## src/rtl/round_countdown_timer_pkg.sv

```systemverilog
// round_timer_pkg: shared state encoding, default limits and saturation helper for the round timer
package round_timer_pkg;
  typedef enum logic [1:0] {IDLE, RUNNING, PAUSED, EXPIRED} timer_state_t;
  localparam int DEF_MAX_SECONDS = 99;
  localparam int DEF_WARN_SECONDS = 10;
  function automatic logic [7:0] clamp_seconds(input logic [9:0] v, input logic [7:0] max);
    return (v > {2'b00, max}) ? max : v[7:0];
  endfunction
endpackage

```

## src/rtl/round_countdown_timer_if.sv

```systemverilog
// round_countdown_timer_if: control inputs and status outputs of the round countdown timer
// master drives load/start/pause/add and observes seconds/running/tick/warning/expired; slave is the timer
interface round_countdown_timer_if;
  logic load_in;
  logic [7:0] load_value_in;
  logic start_in;
  logic pause_in;
  logic add_in;
  logic [7:0] add_value_in;
  logic [7:0] seconds_out;
  logic running_out;
  logic tick_out;
  logic warning_out;
  logic expired_out;
  modport master(output load_in, load_value_in, start_in, pause_in, add_in, add_value_in,
                 input seconds_out, running_out, tick_out, warning_out, expired_out);
  modport slave(input load_in, load_value_in, start_in, pause_in, add_in, add_value_in,
                output seconds_out, running_out, tick_out, warning_out, expired_out);
endinterface

```

## src/rtl/round_countdown_timer_tick_prescaler.sv

```systemverilog
// tick_prescaler: divides clk_in by CLK_HZ/TICK_HZ into a combinational one-cycle tick
// ports: clk_in, rst_n_in (async active-low), enable_in (count/hold), clear_in (sync clear), tick_out
module tick_prescaler #(
  parameter int CLK_HZ = 65_000_000,
  parameter int TICK_HZ = 1
) (
  input  logic clk_in,
  input  logic rst_n_in,
  input  logic enable_in,
  input  logic clear_in,
  output logic tick_out
);
  localparam int N = CLK_HZ / TICK_HZ;
  localparam int W = $clog2(N);
  localparam logic [W-1:0] LAST = W'(N - 1);
  logic [W-1:0] cnt;
  assign tick_out = enable_in && !clear_in && cnt == LAST;
  always_ff @(posedge clk_in or negedge rst_n_in)
    if (!rst_n_in) cnt <= '0;
    else if (clear_in) cnt <= '0;
    else if (enable_in) cnt <= (cnt == LAST) ? '0 : cnt + 1'b1;
endmodule

```

## src/rtl/round_countdown_timer.sv

```systemverilog
// round_countdown_timer: saturating seconds countdown with pause, bonus time, warning and expiry flags
// ports: clk_in, rst_n_in (async active-low), bus (slave modport: load/start/pause/add in, status out)
module round_countdown_timer
  import round_timer_pkg::*;
#(
  parameter int CLK_HZ = 65_000_000,
  parameter int TICK_HZ = 1,
  parameter int MAX_SECONDS = DEF_MAX_SECONDS,
  parameter int WARN_SECONDS = DEF_WARN_SECONDS
) (
  input logic clk_in,
  input logic rst_n_in,
  round_countdown_timer_if.slave bus
);
  localparam logic [7:0] MAX = 8'(MAX_SECONDS);
  localparam logic [7:0] WARN = 8'(WARN_SECONDS);
  timer_state_t state, state_nx;
  logic [7:0] sec, sec_nx;
  logic [9:0] sum;
  logic tick, expire, clear;
  assign clear = bus.load_in || (state == IDLE && bus.start_in);
  assign bus.seconds_out = sec;
  tick_prescaler #(.CLK_HZ(CLK_HZ), .TICK_HZ(TICK_HZ)) u_prescaler (
    .clk_in(clk_in),
    .rst_n_in(rst_n_in),
    .enable_in(state == RUNNING),
    .clear_in(clear),
    .tick_out(tick)
  );
  // add and tick combine before saturation so a coincident bonus can rescue the last second
  always_comb begin
    sum = {2'b00, sec} + ((bus.add_in && state != EXPIRED) ? {2'b00, bus.add_value_in} : 10'd0);
    sec_nx = bus.load_in ? clamp_seconds({2'b00, bus.load_value_in}, MAX)
           : (sum < {9'd0, tick}) ? 8'd0 : clamp_seconds(sum - {9'd0, tick}, MAX);
    expire = tick && sec_nx == 8'd0;
    state_nx = bus.load_in ? IDLE
             : state == IDLE ? ((bus.start_in && sec != 8'd0) ? RUNNING : IDLE)
             : state == RUNNING ? (expire ? EXPIRED : bus.pause_in ? PAUSED : RUNNING)
             : state == PAUSED ? (bus.start_in ? RUNNING : PAUSED)
             : EXPIRED;
  end
  always_ff @(posedge clk_in or negedge rst_n_in)
    if (!rst_n_in) begin
      state <= IDLE;
      sec <= '0;
      bus.running_out <= 1'b0;
      bus.tick_out <= 1'b0;
      bus.warning_out <= 1'b0;
      bus.expired_out <= 1'b0;
    end else begin
      state <= state_nx;
      sec <= sec_nx;
      bus.running_out <= state_nx == RUNNING;
      bus.tick_out <= tick;
      bus.warning_out <= state_nx == RUNNING && sec_nx != 8'd0 && sec_nx <= WARN;
      bus.expired_out <= expire;
    end
endmodule

```

## src/flat_wrapper.sv

```systemverilog
// flat-port wrapper written by rule: the top's interface ports become plain ports
module round_countdown_timer_flat import round_timer_pkg::*;
#(
  parameter int CLK_HZ = 65_000_000,
  parameter int TICK_HZ = 1,
  parameter int MAX_SECONDS = DEF_MAX_SECONDS,
  parameter int WARN_SECONDS = DEF_WARN_SECONDS
)
  (clk_in, rst_n_in, bus_load_in, bus_load_value_in, bus_start_in, bus_pause_in, bus_add_in, bus_add_value_in, bus_seconds_out, bus_running_out, bus_tick_out, bus_warning_out, bus_expired_out);
  round_countdown_timer_if bus_i ();
  input logic clk_in;
  input logic rst_n_in;
  input wire logic [$bits(bus_i.load_in)-1:0] bus_load_in;
  input wire logic [$bits(bus_i.load_value_in)-1:0] bus_load_value_in;
  input wire logic [$bits(bus_i.start_in)-1:0] bus_start_in;
  input wire logic [$bits(bus_i.pause_in)-1:0] bus_pause_in;
  input wire logic [$bits(bus_i.add_in)-1:0] bus_add_in;
  input wire logic [$bits(bus_i.add_value_in)-1:0] bus_add_value_in;
  output wire logic [$bits(bus_i.seconds_out)-1:0] bus_seconds_out;
  output wire logic [$bits(bus_i.running_out)-1:0] bus_running_out;
  output wire logic [$bits(bus_i.tick_out)-1:0] bus_tick_out;
  output wire logic [$bits(bus_i.warning_out)-1:0] bus_warning_out;
  output wire logic [$bits(bus_i.expired_out)-1:0] bus_expired_out;
  assign bus_i.load_in = bus_load_in;
  assign bus_i.load_value_in = bus_load_value_in;
  assign bus_i.start_in = bus_start_in;
  assign bus_i.pause_in = bus_pause_in;
  assign bus_i.add_in = bus_add_in;
  assign bus_i.add_value_in = bus_add_value_in;
  assign bus_seconds_out = bus_i.seconds_out;
  assign bus_running_out = bus_i.running_out;
  assign bus_tick_out = bus_i.tick_out;
  assign bus_warning_out = bus_i.warning_out;
  assign bus_expired_out = bus_i.expired_out;
  round_countdown_timer #(.CLK_HZ(CLK_HZ), .TICK_HZ(TICK_HZ), .MAX_SECONDS(MAX_SECONDS), .WARN_SECONDS(WARN_SECONDS)) u_core (.clk_in(clk_in), .rst_n_in(rst_n_in), .bus(bus_i));
endmodule
```

## config.mk

```make
export PLATFORM = sky130hd
export DESIGN_NAME = round_countdown_timer_flat
export DESIGN_NICKNAME = d
export VERILOG_FILES = /design/src/rtl/round_countdown_timer_pkg.sv /design/src/rtl/round_countdown_timer_if.sv /design/src/rtl/round_countdown_timer_tick_prescaler.sv /design/src/rtl/round_countdown_timer.sv /design/src/flat_wrapper.sv
export SDC_FILE = /design/constraint.sdc
export NUM_CORES = 1
export LEC_CHECK = 0
export CAP_MARGIN = 20
export CORE_MARGIN = 1
export CORE_UTILIZATION = 28
export CTS_CLUSTER_DIAMETER = 150
export DETAILED_ROUTE_END_ITERATION = 6
export PLACE_DENSITY_LB_ADDON = 0.3
export SYNTH_ARGS = -nofsm -noshare
export SYNTH_HDL_FRONTEND = slang
export SYNTH_HIERARCHICAL = 1
export SYNTH_SLANG_ARGS = --single-unit
```

## constraint.sdc

```tcl
create_clock -name clk_in -period 4.4 [get_ports clk_in]
set_input_delay 0.66 -clock clk_in [delete_from_list [all_inputs] [get_ports clk_in]]
set_output_delay 0.66 -clock clk_in [all_outputs]
set_load 0.005 [all_outputs]
```

==> impl_metrics.toml, run 1 <==
[critical_path]
critPathArrivalTime_ns = 4.42
critical_path.max_fanout = 6
end_kind = "flip-flop"
worstPathRequired_ns = 4.58
start_kind = "input port"
worst-setup-path-type = "input port to flip-flop"
rr_startpoint = "u_core/u_prescaler/cnt[8]"
setup.worst_path.start = "bus_add_in"

[global_route]
gr-usage-all-layers_pct = 15.6
first_global_vias = 2995
grtUsageMet1_pct = 20.0
antenna_found_initial = 0
global_routing_s_busiest_layer = "met2"
globalRouteMet3Util_pct = 3.21
global_route.overflow_total = 0
grt.met2_usage_pct = 26.7
grt_first_pass_wirelength_mm = 14.3
grt_max_degree = 41

[cells_and_area]
layout-drive-gt1-share_pct = 19.0
final_area_sq_um = 4010
fillers = 1128
layout_common_cells = "sky130_fd_sc_hd__buf_4, sky130_fd_sc_hd__dfrtp_1, sky130_fd_sc_hd__clkdlybuf4s50_1"
layout.nets = 460
final_util_pct = 37.0
layout-area-overhead-vs-synth_pct = 28.4
layoutNonFillerInstCount = 566
commonest_non_fill_non_tap_cell_in_the_layout = "sky130_fd_sc_hd__buf_4"
insertedDiodeCount = 0

[outcome]
status = "complete, no violations"

[timing]
relSlewSlack_pct = 36.8
worst-slew-pin-transition_ns = 0.948
layout_setup_ws_ns = 0.164
final_report_setup_violation_count = 0
min_period_ns = 4.24
clock.fmax_mhz = 236
hold_ws_ns = 0.500
setup-tns-final_ns = 0
skew_ns = 0.00968
final.period_utilization_pct = 96.3
finalHoldViolCount = 0
report.final.slew_viol_count = 0

[floorplan]
initial_core_util_pct = 28.8
core-area_sq_um = 10800
floorplan.rows = 38
die_area_sq_um = 11600
io_pins = 34
dieWidth_um = 108
fp.dieH_um = 108

[route]
wl_per_cell_um = 15.1
drcViolationCount = 0
dr.first_iter.drc_count = 118
postRouteWirelength_mm = 8.53
dr_total_vias = 3014
final_antenna_net_count = 0
route.detailed.vias_per_inst = 5.33
router_iterations_before_antenna_repair = 5

[clock_network]
cts.sink_count = 40
postCtsHoldBufs = 0
clock_tree.htree_level_count = 2
cts_tree = "built"
cts.path.max_buffers = 2
tritoncts_buffers = 5
clk_pin_slew_worst_paths_ns = 0.08
later_pin_clock_latency_in_the_skew_report_ns = 0.30
cts_root_buffer = "sky130_fd_sc_hd__clkbuf_8"

[min_path]
hold_path_class = "input port to asynchronous set/reset pin"

[logic_synthesis]
synth-seq-area-share_pct = 32.0
post_synth.cell_area_avg_sq_um = 8.93
asyncSetResetFlopFracSynth_pct = 100
synth_seq_cells = 40
synth_nets = 384
yosys_warnings = 6
postSynthCellCount = 350
ys.flop_type = "sky130_fd_sc_hd__dfrtp_1"
edff_count_synth = 0
post_synth_instance_area_sq_um = 3130
netlist-cell-type-count = 78

[place]
place.gp.congestion = 0.798
placement.io_buffers = 33
place_worst_setup_slack_ns = -0.187
post-place-cells = 557
detailedPlacementHpwl_mm = 6.46
post_dp_cell_area_sq_um = 3890

[power_and_ir_drop]
internal_power_mw = 0.673
comb_power_share_pct = 36.3
power.density_cell_area_nw_per_um2 = 250
power.switching_fraction_pct = 32.8
total_power_mw = 1.00
net_load_switching_power_mw = 0.328
clock_power_share_pct = 24.1
static-leakage-power_nw = 1.67
power_frac_seq_pct = 39.6
power.ir.vdd_worst_mv = 0.150

[job]
cap_viol_max_count = 0
-- path summary, 6_finish.rpt --
check | depth (start not counted) | end | slack, ns
min | 1 | u_core/u_prescaler/cnt[8] | 0.50
min reg2reg | 2 | u_core/u_prescaler/cnt[1] | 0.57
max reg2reg | 17 | u_core/state[1] | 0.35
max | 14 | u_core/bus.warning_out | 0.16
min in group clk_in | 2 | u_core/u_prescaler/cnt[1] | 0.57
max in group asynchronous | 1 | u_core/u_prescaler/cnt[1] | 3.30
-- final cells by class --
type                            count  area [sq um]  area share (%)
Multi-Input combinational cell    281          2010            50.2
Sequential cell                    40          1000            24.9
Timing Repair Buffer               80           678            16.9
Tap cell                          140           175            4.37
Clock buffer                        6          72.6            1.81
Inverter                           18          67.6            1.68
Clock inverter                      1          5.00           0.125
-- sequential cells by signal, summed over array words and instances (netlist names) --
name / count
u_core/state: 2
u_core/bus.seconds_out: 8
u_core/u_prescaler/cnt: 26
u_core/bus.expired_out: 1
u_core/bus.warning_out: 1
u_core/bus.tick_out: 1
u_core/bus.running_out: 1
-- worst max-delay path, stage by stage --
cell	delay (ns)
sky130_fd_sc_hd__clkdlybuf4s50_1	0.47
sky130_fd_sc_hd__a21boi_0	0.17
sky130_fd_sc_hd__buf_4	0.16
sky130_fd_sc_hd__and2_1	0.15
sky130_fd_sc_hd__ha_1	0.24
sky130_fd_sc_hd__a21oi_1	0.13
sky130_fd_sc_hd__nor2_1	0.08
sky130_fd_sc_hd__or4_1	0.50
sky130_fd_sc_hd__a211o_1	0.33
sky130_fd_sc_hd__or4b_4	0.58
sky130_fd_sc_hd__a311oi_4	0.27
sky130_fd_sc_hd__o221ai_2	0.17
sky130_fd_sc_hd__a211o_1	0.29
sky130_fd_sc_hd__and4b_1	0.21
-- power groups by stage --
| stage | registers, mW | logic (mW) | clock network, mW |
|---|---|---|---|
| finish | 0.396 | 0.364 | 0.242 |
| global route | 0.398 | 0.398 | 0.265 |
| CTS | 0.396 | 0.351 | 0.252 |
| detailed placement | 0.403 | 0.349 | 0 |
| global placement | 0.404 | 0.350 | 0 |
| floorplan | 0.398 | 0.191 | 0 |
-- cell usage after synthesis, types with 6 or more instances --
library cell              instances  share of area, %
sky130_fd_sc_hd__nor3b_1          7               1.7
sky130_fd_sc_hd__nor2_1          27               3.2
sky130_fd_sc_hd__o21ai_0         22               3.5
sky130_fd_sc_hd__xor2_1           8               2.2
sky130_fd_sc_hd__nand3_1         16               2.6
sky130_fd_sc_hd__a31oi_1          6               1.2
sky130_fd_sc_hd__and2_1          10               2.0
sky130_fd_sc_hd__nand2_1         24               2.9
sky130_fd_sc_hd__a32o_1           8               2.6
sky130_fd_sc_hd__inv_1           17               2.0
sky130_fd_sc_hd__nor4_1           6               1.2
sky130_fd_sc_hd__or3_1            6               1.2
sky130_fd_sc_hd__nor3_1           9               1.4
sky130_fd_sc_hd__and3_1          10               2.0
sky130_fd_sc_hd__ha_1            11               4.4
sky130_fd_sc_hd__nand4_1          6               1.2
sky130_fd_sc_hd__xnor2_1          6               1.7
sky130_fd_sc_hd__dfrtp_1         40                32
sky130_fd_sc_hd__a21oi_1         20               3.2
-- kinds of logic (layout without fill, tap and decap cells) --
group,after synthesis,after routing,synth area share (%)
flip-flops,40,40,32.0
adder cells (fa/ha/maj),12,12,5.04
buffers and inverters,29,105,4.92
multiplexers,1,1,0.320
XOR/XNOR,15,15,4.64
other,1,1,0.120
AND/OR/NAND/NOR,150,150,29.5
AO/OA/AOI/OAI,102,102,23.4
-- routing by layer --
layer  up-vias  wire (um)
met4         0         98
met2        68       4030
met3         9        368
met1      1452       4030
met5         -          0
li1       1485          -
-- what timing repair did --
item                       CTS  global route
setup buffers                0             2
resized for setup            0             5
setup endpoints to repair    0             5
(Power assumes the default switching activity.)
==> run 2, diff against run 1 <==
CORE_UTILIZATION = 45   (was 28)
SKIP_LAST_GASP = 1   (was not set)
==> impl_metrics.toml, run 2 (synthesis results as in run 1) <==
[outcome]
status = "complete, no violations"

[timing]
final.period_utilization_pct = 96.7
min_period_ns = 4.26
clock.fmax_mhz = 235
setup-tns-final_ns = 0
relSlewSlack_pct = 36.0
worst-slew-pin-transition_ns = 0.960
final_report_setup_violation_count = 0
finalHoldViolCount = 0
report.final.slew_viol_count = 0
skew_ns = 0.00631

[critical_path]
critPathArrivalTime_ns = 4.44
timing.critical_path.slowest_cell_delay_ns = 0.58
rr_worst_depth = 17
critical_path.cell_chain = "clkdlybuf4s50_1 > a21boi_1 > buf_4 > and2_1 > ha_1 > buf_4 > a21oi_1 > nor2_1 > or4_1 > a211o_1 > or4b_4 > and3_1 > o221ai_2 > or2_1 > inv_2 > o31a_1"
rr_startpoint = "u_core/u_prescaler/cnt[0]"
cpMaxStageDelayCell = "sky130_fd_sc_hd__or4b_4"
critical_path.max_fanout = 7
critPathMostFrequentCell = "sky130_fd_sc_hd__buf_4"
rr_endpoint = "u_core/state[0]"
end_kind = "flip-flop"
worstPathRequired_ns = 4.59
regToRegSetupSlack_ns = 0.38
start_kind = "input port"
worst-setup-path-type = "input port to flip-flop"

[route]
route.detailed.vias_per_inst = 5.93
wl_per_cell_um = 16.3
dr_total_vias = 3014
postRouteWirelength_mm = 8.31
final_antenna_net_count = 0
drcViolationCount = 0
dr.first_iter.drc_count = 149
router_iterations_before_antenna_repair = 4

[floorplan]
io_pins = 34
initial_core_util_pct = 46.3
die_area_sq_um = 7280
fp.dieH_um = 85.3
dieWidth_um = 85.3
floorplan.rows = 30
core-area_sq_um = 6760

[cells_and_area]
top_register_by_number_of_flip_flops = "u_core/u_prescaler/cnt"
layout-area-overhead-vs-synth_pct = 27.4
largest_reg_flops = 26
multi_input_area_sq_um = 2020
layout.nets = 461
layoutNonFillerInstCount = 508
insertedDiodeCount = 0
fillers = 599
layout-drive-gt1-share_pct = 20.1
layout_common_cells = "sky130_fd_sc_hd__buf_4, sky130_fd_sc_hd__dfrtp_1, sky130_fd_sc_hd__clkdlybuf4s50_1"
final_area_sq_um = 3980
commonest_non_fill_non_tap_cell_in_the_layout = "sky130_fd_sc_hd__buf_4"
sequential_cell_area_sq_um = 1000

[global_route]
global_route.overflow_total = 0
antenna_found_initial = 0
grt_max_degree = 41
grt_first_pass_wirelength_mm = 13.6
gr-usage-all-layers_pct = 23.5
first_global_vias = 2893

[min_path]
hold_path_class = "input port to asynchronous set/reset pin"

[place]
place.gp.congestion = 0.889
detailedPlacementHpwl_mm = 6.30
post-place-cells = 498
placement.io_buffers = 33
post_dp_cell_area_sq_um = 3820

[job]
cap_viol_max_count = 0

[clock_network]
clk_pin_slew_worst_paths_ns = 0.08
cts_tree = "built"
later_pin_clock_latency_in_the_skew_report_ns = 0.29
clock_tree.htree_level_count = 2
postCtsHoldBufs = 0
cts_root_buffer = "sky130_fd_sc_hd__clkbuf_8"
cts.sink_count = 40
tritoncts_buffers = 5
cts.path.max_buffers = 2

[power_and_ir_drop]
total_power_mw = 1.06
clock_power_share_pct = 28.3
static-leakage-power_nw = 1.69
internal_power_mw = 0.734
power.switching_fraction_pct = 30.9
net_load_switching_power_mw = 0.328
power.ir.vdd_worst_mv = 0.140
comb_power_share_pct = 34.3
power.density_cell_area_nw_per_um2 = 267
power_frac_seq_pct = 37.4
==> run 2: worst max-delay path by stage <==
| stage | startpoint | to | slack (ns) | cells after the start |
|---|---|---|---|---|
| after global placement | bus_add_in | u_core/bus.warning_out | -0.15 | 15 |
| after floorplan | bus_add_in | u_core/bus.warning_out | 0.23 | 13 |
| after CTS | bus_add_in | u_core/bus.warning_out | 0.10 | 14 |
| final | bus_add_in | u_core/state[1] | 0.14 | 16 |
| after global routing | bus_add_in | u_core/state[0] | -0.01 | 16 |
| after detailed placement | bus_add_in | u_core/bus.warning_out | -0.22 | 14 |
==> run 2: repair_timing <==
item / in CTS / in global routing
setup endpoints to repair: 0 / 5
setup buffers: 0 / 2
resized for setup: 0 / 7
==> run 2: through the flow <==
step	hold WS, ns	worst slack (ns)	util (%)
3_3_place_gp	0.546	-0.154	56.6
4_1_cts	0.515	0.103	58.2
2_1_floorplan	0.364	0.229	-
5_1_grt	0.563	-0.0120	58.9
3_5_place_dp	0.560	-0.220	56.6
6_report	0.493	0.143	58.9
==> run 2: power by group through the flow <==
stage                     Combinational [mW]  Sequential [mW]  Clock [mW]
after floorplan                        0.191            0.398           0
after CTS                              0.352            0.397       0.308
final                                  0.364            0.397       0.300
after detailed placement               0.350            0.404           0
after global routing                   0.396            0.399       0.323
after global placement                 0.346            0.404           0
==> run 2: critical path, delay by kind of cell <==
family	cells	cell delay [ns]
adder cells (fa/ha/maj)	1	0.22
buffers and inverters	4	0.75
AO/OA/AOI/OAI	5	1.09
AND/OR/NAND/NOR	6	1.71
==> run 2: layout make-up <==
class                   instances  area share (%)
clock buffers                   5            1.73
clock inverters                 3            1.07
inverters                      18            1.70
multi-input cells             281            50.6
flip-flops and latches         40            25.1
well taps                      80            2.51
repair buffers                 81            17.2
==> run 2: routing by layer <==
layer  track usage [%]  up-vias  routed length (um)
li1                  -     1489                   -
met1              28.1     1447                3600
met2              44.1       70                4360
met3              3.02        8                 264
met4              6.06        0                  83
met5                 0        -                   0
